$ cat config.mk
export PLATFORM = sky130hd
export DESIGN_NAME = dice_roller
export DESIGN_NICKNAME = d
export VERILOG_FILES = /design/src/rtl/dice_roller.sv
export SDC_FILE = /design/constraint.sdc
export NUM_CORES = 1
export LEC_CHECK = 0
export BUFFER_PORTS_ARGS = -buffer_cell sky130_fd_sc_hd__buf_2
export CAP_MARGIN = 10
export CELL_PAD_IN_SITES_DETAIL_PLACEMENT = 1
export CELL_PAD_IN_SITES_GLOBAL_PLACEMENT = 1
export CORE_MARGIN = 2
export CORE_UTILIZATION = 44
export CTS_CLUSTER_SIZE = 40
export DETAILED_ROUTE_END_ITERATION = 10
export PLACE_DENSITY_LB_ADDON = 0.1
export SYNTH_ARGS = -nofsm -noshare
export SYNTH_HDL_FRONTEND = slang
export SYNTH_SLANG_ARGS = --single-unit
export TNS_END_PERCENT = 30
$ cat constraint.sdc
create_clock -name clk -period 4.05 [get_ports clk]
set_input_delay 0.2025 -clock clk [delete_from_list [all_inputs] [get_ports clk]]
set_output_delay 0.2025 -clock clk [all_outputs]
set_load 0.005 [all_outputs]
$ cat src/rtl/dice_roller.sv
// dice_roller: multi-die random roller.
// A Galois LFSR steps at a selectable rate while the synchronised roll button
// is held. On release, one face per die is drawn in 1..SIDES by rejection
// sampling with a bounded fallback. The faces appear on die_out together with
// a one-cycle valid pulse.
// Optional feature macro: DICE_SUM_EN adds sum_out, the sum of all faces.
//
// Handshake: valid is a single-cycle strobe with no ready. die_out (and
// sum_out) hold their new value from the valid cycle until the next valid.
// Nothing applies backpressure, so the consumer must take the value on valid
// or read the held copy later.
module dice_roller #(
    parameter int                NUM_DICE  = 2,
    parameter int                SIDES     = 6,
    parameter int                LFSR_W    = 16,
    parameter logic [LFSR_W-1:0] TAPS      = 16'hB400,
    parameter logic [LFSR_W-1:0] SEED      = 16'hACE1,
    parameter int                DIV_FAST  = 2,
    parameter int                DIV_SLOW  = 6,
    parameter int                MAX_TRIES = 4,
    localparam int               CW        = $clog2(SIDES),
    localparam int               OW        = $clog2(SIDES + 1)
) (
    input  logic                     clk,
    input  logic                     rst,
    input  logic                     roll,
    input  logic                     choice,
    input  logic                     seed_load,
    input  logic [LFSR_W-1:0]        seed,
    output logic [NUM_DICE*OW-1:0]   die_out,
`ifdef DICE_SUM_EN
    output logic [$clog2(NUM_DICE*SIDES+1)-1:0] sum_out,
`endif
    output logic                     valid,
    output logic                     busy,
    output logic [1:0]               dbg_state,
    output logic [LFSR_W-1:0]        dbg_lfsr
);

    localparam int DIV_MAX = (DIV_FAST > DIV_SLOW) ? DIV_FAST : DIV_SLOW;
    localparam int DW      = $clog2(DIV_MAX + 1);
    localparam int DIW     = (NUM_DICE > 1) ? $clog2(NUM_DICE) : 1;
    localparam int RW      = (MAX_TRIES > 1) ? $clog2(MAX_TRIES) : 1;
    localparam logic [OW-1:0] FACE_ONE = OW'(1);

    typedef enum logic [1:0] {
        S_IDLE   = 2'd0,
        S_ROLL   = 2'd1,
        S_SAMPLE = 2'd2,
        S_DONE   = 2'd3
    } state_t;

    state_t                    r_state;
    state_t                    w_state_nxt;
    logic                      r_roll_meta;
    logic                      r_roll_s;
    logic [DW-1:0]             r_div_cnt;
    logic [DW-1:0]             w_div_d;
    logic                      w_tick;
    logic [LFSR_W-1:0]         r_lfsr;
    logic [LFSR_W-1:0]         w_lfsr_step;
    logic [LFSR_W-1:0]         w_lfsr_nxt;
    logic [DIW-1:0]            r_d;
    logic [DIW-1:0]            w_d_nxt;
    logic [RW-1:0]             r_try;
    logic [RW-1:0]             w_try_nxt;
    logic [CW-1:0]             w_cand;
    logic                      w_face_we;
    logic [OW-1:0]             w_face_val;
    logic [NUM_DICE*OW-1:0]    r_faces;
    logic [NUM_DICE*OW-1:0]    w_faces_nxt;
    logic [NUM_DICE*OW-1:0]    r_die_out;
    logic                      w_load_out;

    // Bring the asynchronous roll button into the clk domain.
    always_ff @(posedge clk or negedge rst) begin
        if (!rst) begin
            r_roll_meta <= 1'b0;
            r_roll_s    <= 1'b0;
        end else begin
            r_roll_meta <= roll;
            r_roll_s    <= r_roll_meta;
        end
    end

    // Free-running step divider; ">=" absorbs a period shrink without a double tick.
    assign w_div_d = choice ? DW'(DIV_FAST) : DW'(DIV_SLOW);
    assign w_tick  = (r_div_cnt >= (w_div_d - DW'(1)));

    always_ff @(posedge clk or negedge rst) begin
        if (!rst) begin
            r_div_cnt <= '0;
        end else begin
            r_div_cnt <= w_tick ? '0 : r_div_cnt + 1'b1;
        end
    end

    assign w_lfsr_step = r_lfsr[0] ? ((r_lfsr >> 1) ^ TAPS) : (r_lfsr >> 1);
    assign w_cand      = r_lfsr[CW-1:0];

    // FSM state register.
    always_ff @(posedge clk or negedge rst) begin
        if (!rst) begin
            r_state <= S_IDLE;
        end else begin
            r_state <= w_state_nxt;
        end
    end

    // Next state, LFSR stepping and per-die accept/reject/fallback decisions.
    always_comb begin
        w_state_nxt = r_state;
        w_lfsr_nxt  = r_lfsr;
        w_d_nxt     = r_d;
        w_try_nxt   = r_try;
        w_face_we   = 1'b0;
        w_face_val  = '0;
        w_load_out  = 1'b0;
        case (r_state)
            S_IDLE: begin
                if (r_roll_s) begin
                    w_state_nxt = S_ROLL;
                end
            end
            S_ROLL: begin
                if (w_tick) begin
                    w_lfsr_nxt = w_lfsr_step;
                end
                if (!r_roll_s) begin
                    w_state_nxt = S_SAMPLE;
                    w_d_nxt     = '0;
                    w_try_nxt   = '0;
                end
            end
            S_SAMPLE: begin
                w_lfsr_nxt = w_lfsr_step;
                if (int'(w_cand) < SIDES) begin
                    w_face_we  = 1'b1;
                    w_face_val = OW'(int'(w_cand) + 1);
                end else if (r_try < RW'(MAX_TRIES - 1)) begin
                    w_try_nxt = r_try + 1'b1;
                end else begin
                    // 2^CW < 2*SIDES keeps the folded value inside 1..SIDES.
                    w_face_we  = 1'b1;
                    w_face_val = OW'(int'(w_cand) - SIDES + 1);
                end
                if (w_face_we) begin
                    w_d_nxt   = r_d + 1'b1;
                    w_try_nxt = '0;
                    if (r_d == DIW'(NUM_DICE - 1)) begin
                        w_state_nxt = S_DONE;
                        w_load_out  = 1'b1;
                    end
                end
            end
            S_DONE: begin
                w_state_nxt = S_IDLE;
            end
            default: begin
                w_state_nxt = S_IDLE;
            end
        endcase
        // A seed load wins over any step; zero would lock the LFSR, so use SEED.
        if (seed_load) begin
            w_lfsr_nxt = (seed == '0) ? SEED : seed;
        end
    end

    // Face buffer with the current die's slot overwritten on accept.
    always_comb begin
        w_faces_nxt = r_faces;
        if (w_face_we) begin
            w_faces_nxt[int'(r_d)*OW +: OW] = w_face_val;
        end
    end

    // Datapath registers: LFSR, die index, try count, face buffer, output faces.
    // die_out is loaded on the edge into DONE so it is already new while valid is high.
    always_ff @(posedge clk or negedge rst) begin
        if (!rst) begin
            r_lfsr    <= SEED;
            r_d       <= '0;
            r_try     <= '0;
            r_faces   <= {NUM_DICE{FACE_ONE}};
            r_die_out <= {NUM_DICE{FACE_ONE}};
        end else begin
            r_lfsr  <= w_lfsr_nxt;
            r_d     <= w_d_nxt;
            r_try   <= w_try_nxt;
            r_faces <= w_faces_nxt;
            if (w_load_out) begin
                r_die_out <= w_faces_nxt;
            end
        end
    end

`ifdef DICE_SUM_EN
    localparam int SUMW = $clog2(NUM_DICE*SIDES+1);
    logic [SUMW-1:0] w_sum;
    logic [SUMW-1:0] r_sum;

    // Sum of the faces about to be published.
    always_comb begin
        w_sum = '0;
        for (int i = 0; i < NUM_DICE; i++) begin
            w_sum = w_sum + SUMW'(w_faces_nxt[i*OW +: OW]);
        end
    end

    // Sum register tracks die_out.
    always_ff @(posedge clk or negedge rst) begin
        if (!rst) begin
            r_sum <= SUMW'(NUM_DICE);
        end else if (w_load_out) begin
            r_sum <= w_sum;
        end
    end

    assign sum_out = r_sum;
`endif

    assign die_out   = r_die_out;
    assign valid     = (r_state == S_DONE);
    assign busy      = (r_state != S_IDLE);
    assign dbg_state = r_state;
    assign dbg_lfsr  = r_lfsr;

endmodule
### After elaboration in Yosys (flattened, before gate mapping)

Index checks and enable logic that the tools add are counted.

| word-level totals | value |
|---|---|
| flip-flop bits (word level) | 38 |
| input port bits | 21 |
| output and inout bits | 26 |
| logic and storage cells | 75 |

| cells by class | value |
|---|---|
| add/sub/neg operators | 8 |
| $mul | 1 |
| $lt $le $gt $ge | 3 |
| equal/unequal tests | 10 |
| shift operators | 2 |
| muxes and demuxes | 32 |
| bitwise operators | 1 |
| reductions and logical operators | 9 |

Operator list:

| kind | count |
|---|---|
| $mux W16 | 4 |
| $neg A3 Y33 | 1 |
| $shift A3 B33 Y6 const A | 1 |
| $shiftx A3 B33 Y6 | 1 |
| $pmux W16 S2 | 1 |
| $logic_not A16 Y1 | 1 |
| $mux W2 | 8 |
| $mux W3 | 5 |
| $mux W1 | 9 |
| $ne A3 B3 Y1 const B | 3 |
| $ne A2 B2 Y1 const B | 4 |
| $pmux W2 S4 | 1 |
| $reduce_and A4 Y1 | 2 |
| $add A3 B1 Y3 const B | 2 |
| $bwmux W6 | 1 |
| $mux W6 | 1 |
| $eq A2 B2 Y1 const B | 2 |
| $not A3 Y4 | 1 |
| $pmux W2 S2 | 1 |
| $reduce_bool A2 Y1 | 2 |
| $add A3 B2 Y3 const B | 1 |
| $ge A3 B3 Y1 | 1 |
| $lt A3 B3 Y1 const B | 1 |
| $mul A1 B2 Y3 const B | 1 |
| other kinds (11) | 11 |

### Depth between registers and ports, before layout

| depth | value |
|---|---|
| depth after elaboration | 8 |
| gate-level depth with buffers | 7 |
| gate-level depth less buffers | 6 |

### Least setup slack after synthesis

OpenSTA, ideal clock, no wires.

| timing path | value |
|---|---|
| path kind | register to register |
| from | register r_div_cnt[0] |
| to | register r_lfsr[3], in the netlist dbg_lfsr[3] |
| data arrival time | 1.720 ns |
| required time | 3.925 ns |
| slack | 2.205 ns |
| stages on the path, launching flop included | 7 |
| buffers on the path | 1 |
| clock period less this slack | 1.845 ns |
| cell sequence | dfrtp_1 > ha_1 > o31ai_4 > a31oi_4 > nor2_8 > buf_6 > mux2_4 |

| between the ends | value |
|---|---|
| word-level cells in the longest chain between the ends | 3 |

Ends and longest elaborated chain:

| item | line | RTL |
|---|---|---|
| start, declared | 57 | `logic [DW-1:0] r_div_cnt;` |
| start signal, assigned | 94 | `r_div_cnt <= w_tick ? '0 : r_div_cnt + 1'b1;` |
| $ge A3 B3 Y1 | 88 | `assign w_tick = (r_div_cnt >= (w_div_d - DW'(1)));` |
| $ne A3 B3 Y1 (no line) | - |  |
| $reduce_and A2 Y1 (no line) | - |  |
| end signal, assigned | 187 | `r_lfsr <= w_lfsr_nxt;` |
| end, declared | 60 | `logic [LFSR_W-1:0] r_lfsr;` |

No other way between the ends.
A chain may end at the register's enable or synchronous reset.

### Worst setup path after layout

| timing path | value |
|---|---|
| from | register r_div_cnt[0] |
| to | register r_lfsr[2], in the netlist dbg_lfsr[2] |

The elaborated chain is that of the path after synthesis.

==> Flow_metrics.wiki <==
{| class="wikitable"
! Metric !! Value
|-
| Setup violators final || 0
|-
| Share of post-route cells with drive strength above 1 || 0.4354
|-
| Series of cell instances along the critical path || ha_1 -> o31ai_4 -> a31oi_4 -> nor2_8 -> mux2_2
|-
| Switching part of the total power || 0.3880
|-
| GR met2 Demand/Resource || 0.3257
|-
| Drt wl/cell || 15.70 um
|-
| Std-Cell Core Area || 0.004000 mm^2
|-
| Layout-stage area growth over the synthesis result || 19.77%
|-
| Detail Route Antenna Nets || 0
|-
| Design internal power || 1.040 mW
|-
| TritonRoute pass-1 iters || 4
|-
| Library cells used by synthesis || 35
|-
| Most frequently used flop master after synthesis || sky130_fd_sc_hd__dfrtp_1
|-
| Worst path top cell family by delay || compound AO/OA/AOI/OAI gates
|-
| Vias || 1,361
|-
| Vias in the first global route || 1,435
|-
| Type of origin of the critical path || register
|-
| Clock tree from TritonCTS || built
|-
| # DRC || 0
|-
| Busiest grt layer || met2
|-
| Routability cong. || 0.7786
|-
| Violated checks || hold timing
|-
| Ant. Diodes || 0
|-
| Number of gates given a new drive strength after cts || 0
|-
| Routed wire length || 4067 um
|-
| Highest net fanout along the worst path || 16
|-
| Clock share of power || 0.151
|-
| Period Utilization, post-route || 0.4886
|-
| Peak ir drop on the vdd network || 0.0003441 V
|-
| Violation count after the first detailed-routing iteration || 45
|-
| Hold crit path type || in2async
|-
| # H-tree levels || 2
|-
| Number of synthesized register bits || 35
|-
| Hold_ws || -0.01297 ns
|-
| TritonCTS buffer count || 5
|-
| Dominant cell type by area after synthesis || sky130_fd_sc_hd__dfrtp_1
|-
| Worst Setup End Kind || register
|-
| Average size of a mapped cell || 11.54 um^2
|-
| Vertical extent of the die || 68.59 um
|-
| Critical path start-end classification || reg2reg
|-
| Post-synthesis instance total || 159
|-
| Clk_lat worst skew || 0.30 ns
|-
| Register Area || 889.6 um^2
|-
| Number of warnings printed during yosys synthesis || 0
|-
| Global-route wire length before repair || 6727 um
|-
| Max clock buf depth || 2
|-
| Met1 Resource Use GR || 0.2420
|-
| Setup Total Neg Slack || 0 ns
|-
| Smallest setup slack after layout || 2.071 ns
|-
| Largest incremental delay on the critical path || 0.44 ns
|-
| Static Leakage || 1.012 nW
|-
| Net count after synthesis || 190
|-
| Buffer type at the clock tree root || sky130_fd_sc_hd__clkbuf_8
|-
| Net total in the final layout || 239
|-
| Half-perimeter wire length after placement || 3046 um
|-
| Buffers and inverters on the worst path || 0
|-
| Clock Skew || 0.01142 ns
|-
| Required time of the worst setup path || 4.23 ns
|-
| Area of the mapped netlist || 0.001836 mm^2
|-
| Slowest CP cell || sky130_fd_sc_hd__dfrtp_1
|-
| Slew at the pin closest to its max-slew limit || 0.7854 ns
|-
| Overall routing resource usage || 0.1987
|-
| Critical path data arrival time || 2.16 ns
|-
| Proportion of register bits with asynchronous set or reset after synthesis || 1.000
|-
| Cell Rows || 23
|-
| Cell types with the largest area share after synthesis || sky130_fd_sc_hd__dfrtp_1 33%, sky130_fd_sc_hd__dfstp_2 16%, sky130_fd_sc_hd__mux2_2 11%
|-
| Sequential cell area fraction in the yosys report || 0.4847
|-
| Number of enable flip-flop cells after synthesis || 0
|-
| Outcome || finished, violations left
|-
| Pin count of the biggest net entering global routing || 36
|-
| Tmin final || 1.979 ns
|-
| Setup repair after global routing missed its margin || no
|-
| Slew HR || 0.4764
|-
| Final hold viol count || 20
|-
| Reported net switching power || 0.6593 mW
|-
| Filler instances || 437
|-
| Die Wd || 68.59 um
|-
| Average via count per standard cell || 5.255
|-
| # Max-Cap Violations || 0
|-
| Met3 demand-to-capacity share in global routing || 0.05195
|-
| Clock transition at the register clock pins on the worst setup and hold paths after CTS || 0.07 ns
|-
| Post-synth top area share || 0.3272
|-
| Power, Total || 1.699 mW
|-
| TritonCTS Sinks || 35
|-
| Pre-CTS setup slack || 2.062 ns
|-
| Max-slew violation total from the final report || 0
|-
| Power density relative to cell area || 772.9 mW/mm^2
|-
| Die footprint || 0.004705 mm^2
|-
| Count of input and output buffers || 46
|-
| I/O pin cnt || 47
|-
| Starting density of the core || 0.4589
|-
| Area of combinational cells with multiple inputs || 875.8 um^2
|-
| Overall overflow remaining after global route || 0
|-
| Maximum clock frequency || 0.5053 GHz
|-
| Initial antenna violation count || 0
|-
| Seq pwr share || 0.412
|-
| Portion of total power attributed to combinational logic || 0.437
|}
## power groups by stage
stage / Combinational, mW / Clock [mW] / Sequential [mW]
finish: 0.742 / 0.257 / 0.700
global route: 0.840 / 0.285 / 0.730
CTS: 0.762 / 0.266 / 0.702
detailed placement: 0.759 / 0 / 0.706
global placement: 0.718 / 0 / 0.693
floorplan: 0.517 / 0 / 0.675
## layer usage
metal / up-vias / part of all wire
met5: - / 0
met3: 6 / 0.045
met1: 670 / 0.44
li1: 655 / -
met2: 30 / 0.51
met4: 0 / 0.012
## logic make-up after synthesis
| group | count (synthesis) | synth area share |
|---|---|---|
| compound gates | 32 | 0.1357 |
| fa+ha+maj | 10 | 0.06817 |
| buf+inv | 16 | 0.03817 |
| simple gates | 40 | 0.1200 |
| mux | 21 | 0.1295 |
| xor+xnor | 5 | 0.02386 |
| flops | 35 | 0.4847 |
## through the flow
step	cell area [um^2]	hold slack [ns]	instances	util
2_1_floorplan	1836	-0.09309	159	-
3_5_place_dp	2100	0.3152	250	0.5249
5_1_grt	2198	0.02666	259	0.5496
4_1_cts	2188	0.004591	258	0.5471
6_report	2198	-0.01297	259	0.5496
3_3_place_gp	2100	0.3112	250	0.5249
## worst paths after layout
path	slack [ns]	endpoint	start	cells after the start
worst max register to register	2.07	dbg_lfsr[2]	r_div_cnt[0]	5
max in group asynchronous	3.56	r_div_cnt[1]	rst	1
worst min register to register	0.35	r_roll_s	r_roll_meta	0
worst max-delay path	2.07	dbg_lfsr[2]	r_div_cnt[0]	5
worst min-delay path	-0.01	r_try[0]	rst	1
min in group clk	0.19	dbg_lfsr[0]	seed[0]	3
## final cells by class
class | count | area share
clock inverters | 3 | 0.009106
multi-input cells | 108 | 0.3984
well taps | 50 | 0.02846
clock buffers | 5 | 0.03130
repair buffers | 47 | 0.1093
flip-flops and latches | 35 | 0.4047
inverters | 11 | 0.01878
## what timing repair did
action | in CTS | in global routing
setup buffers | 0 | 0
hold endpoints to repair | 0 | 1
hold buffers | 0 | 1
## Yosys cell counts (all sizes together), types with 2 or more instances
| cell type | count |
|---|---|
| a31oi | 2 |
| clkbuf | 2 |
| dfstp | 11 |
| dfrtp | 24 |
| a21oi | 9 |
| inv | 11 |
| xnor2 | 3 |
| xor2 | 2 |
| nor2b | 9 |
| mux2 | 19 |
| mux2i | 2 |
| buf | 3 |
| o21ai | 7 |
| nand2 | 14 |
| nor2 | 7 |
| ha | 10 |
| nor4 | 4 |
| o2bb2ai | 8 |
## sequential cells by signal, indices dropped and copies added, names as in the netlist
register / flops
dbg_state: 2
r_faces: 3
r_roll_meta: 1
r_try: 2
die_out: 6
r_div_cnt: 3
dbg_lfsr: 16
r_roll_s: 1
r_d: 1
## cell usage in the layout, fill, tap and decap left out, drive strengths merged, types with 2 or more instances in the layout
cell       n
ha        10
clkinvlp   2
clkbuf     5
mux2i      2
inv       11
xor2       2
o2bb2ai    8
xnor2      3
dfstp     11
buf       46
nor4       4
o21ai      7
nand2     14
dfrtp     24
a21oi      9
nor2b      9
nor2       7
a31oi      2
mux2      19
Power figures use the tool's default switching activity.
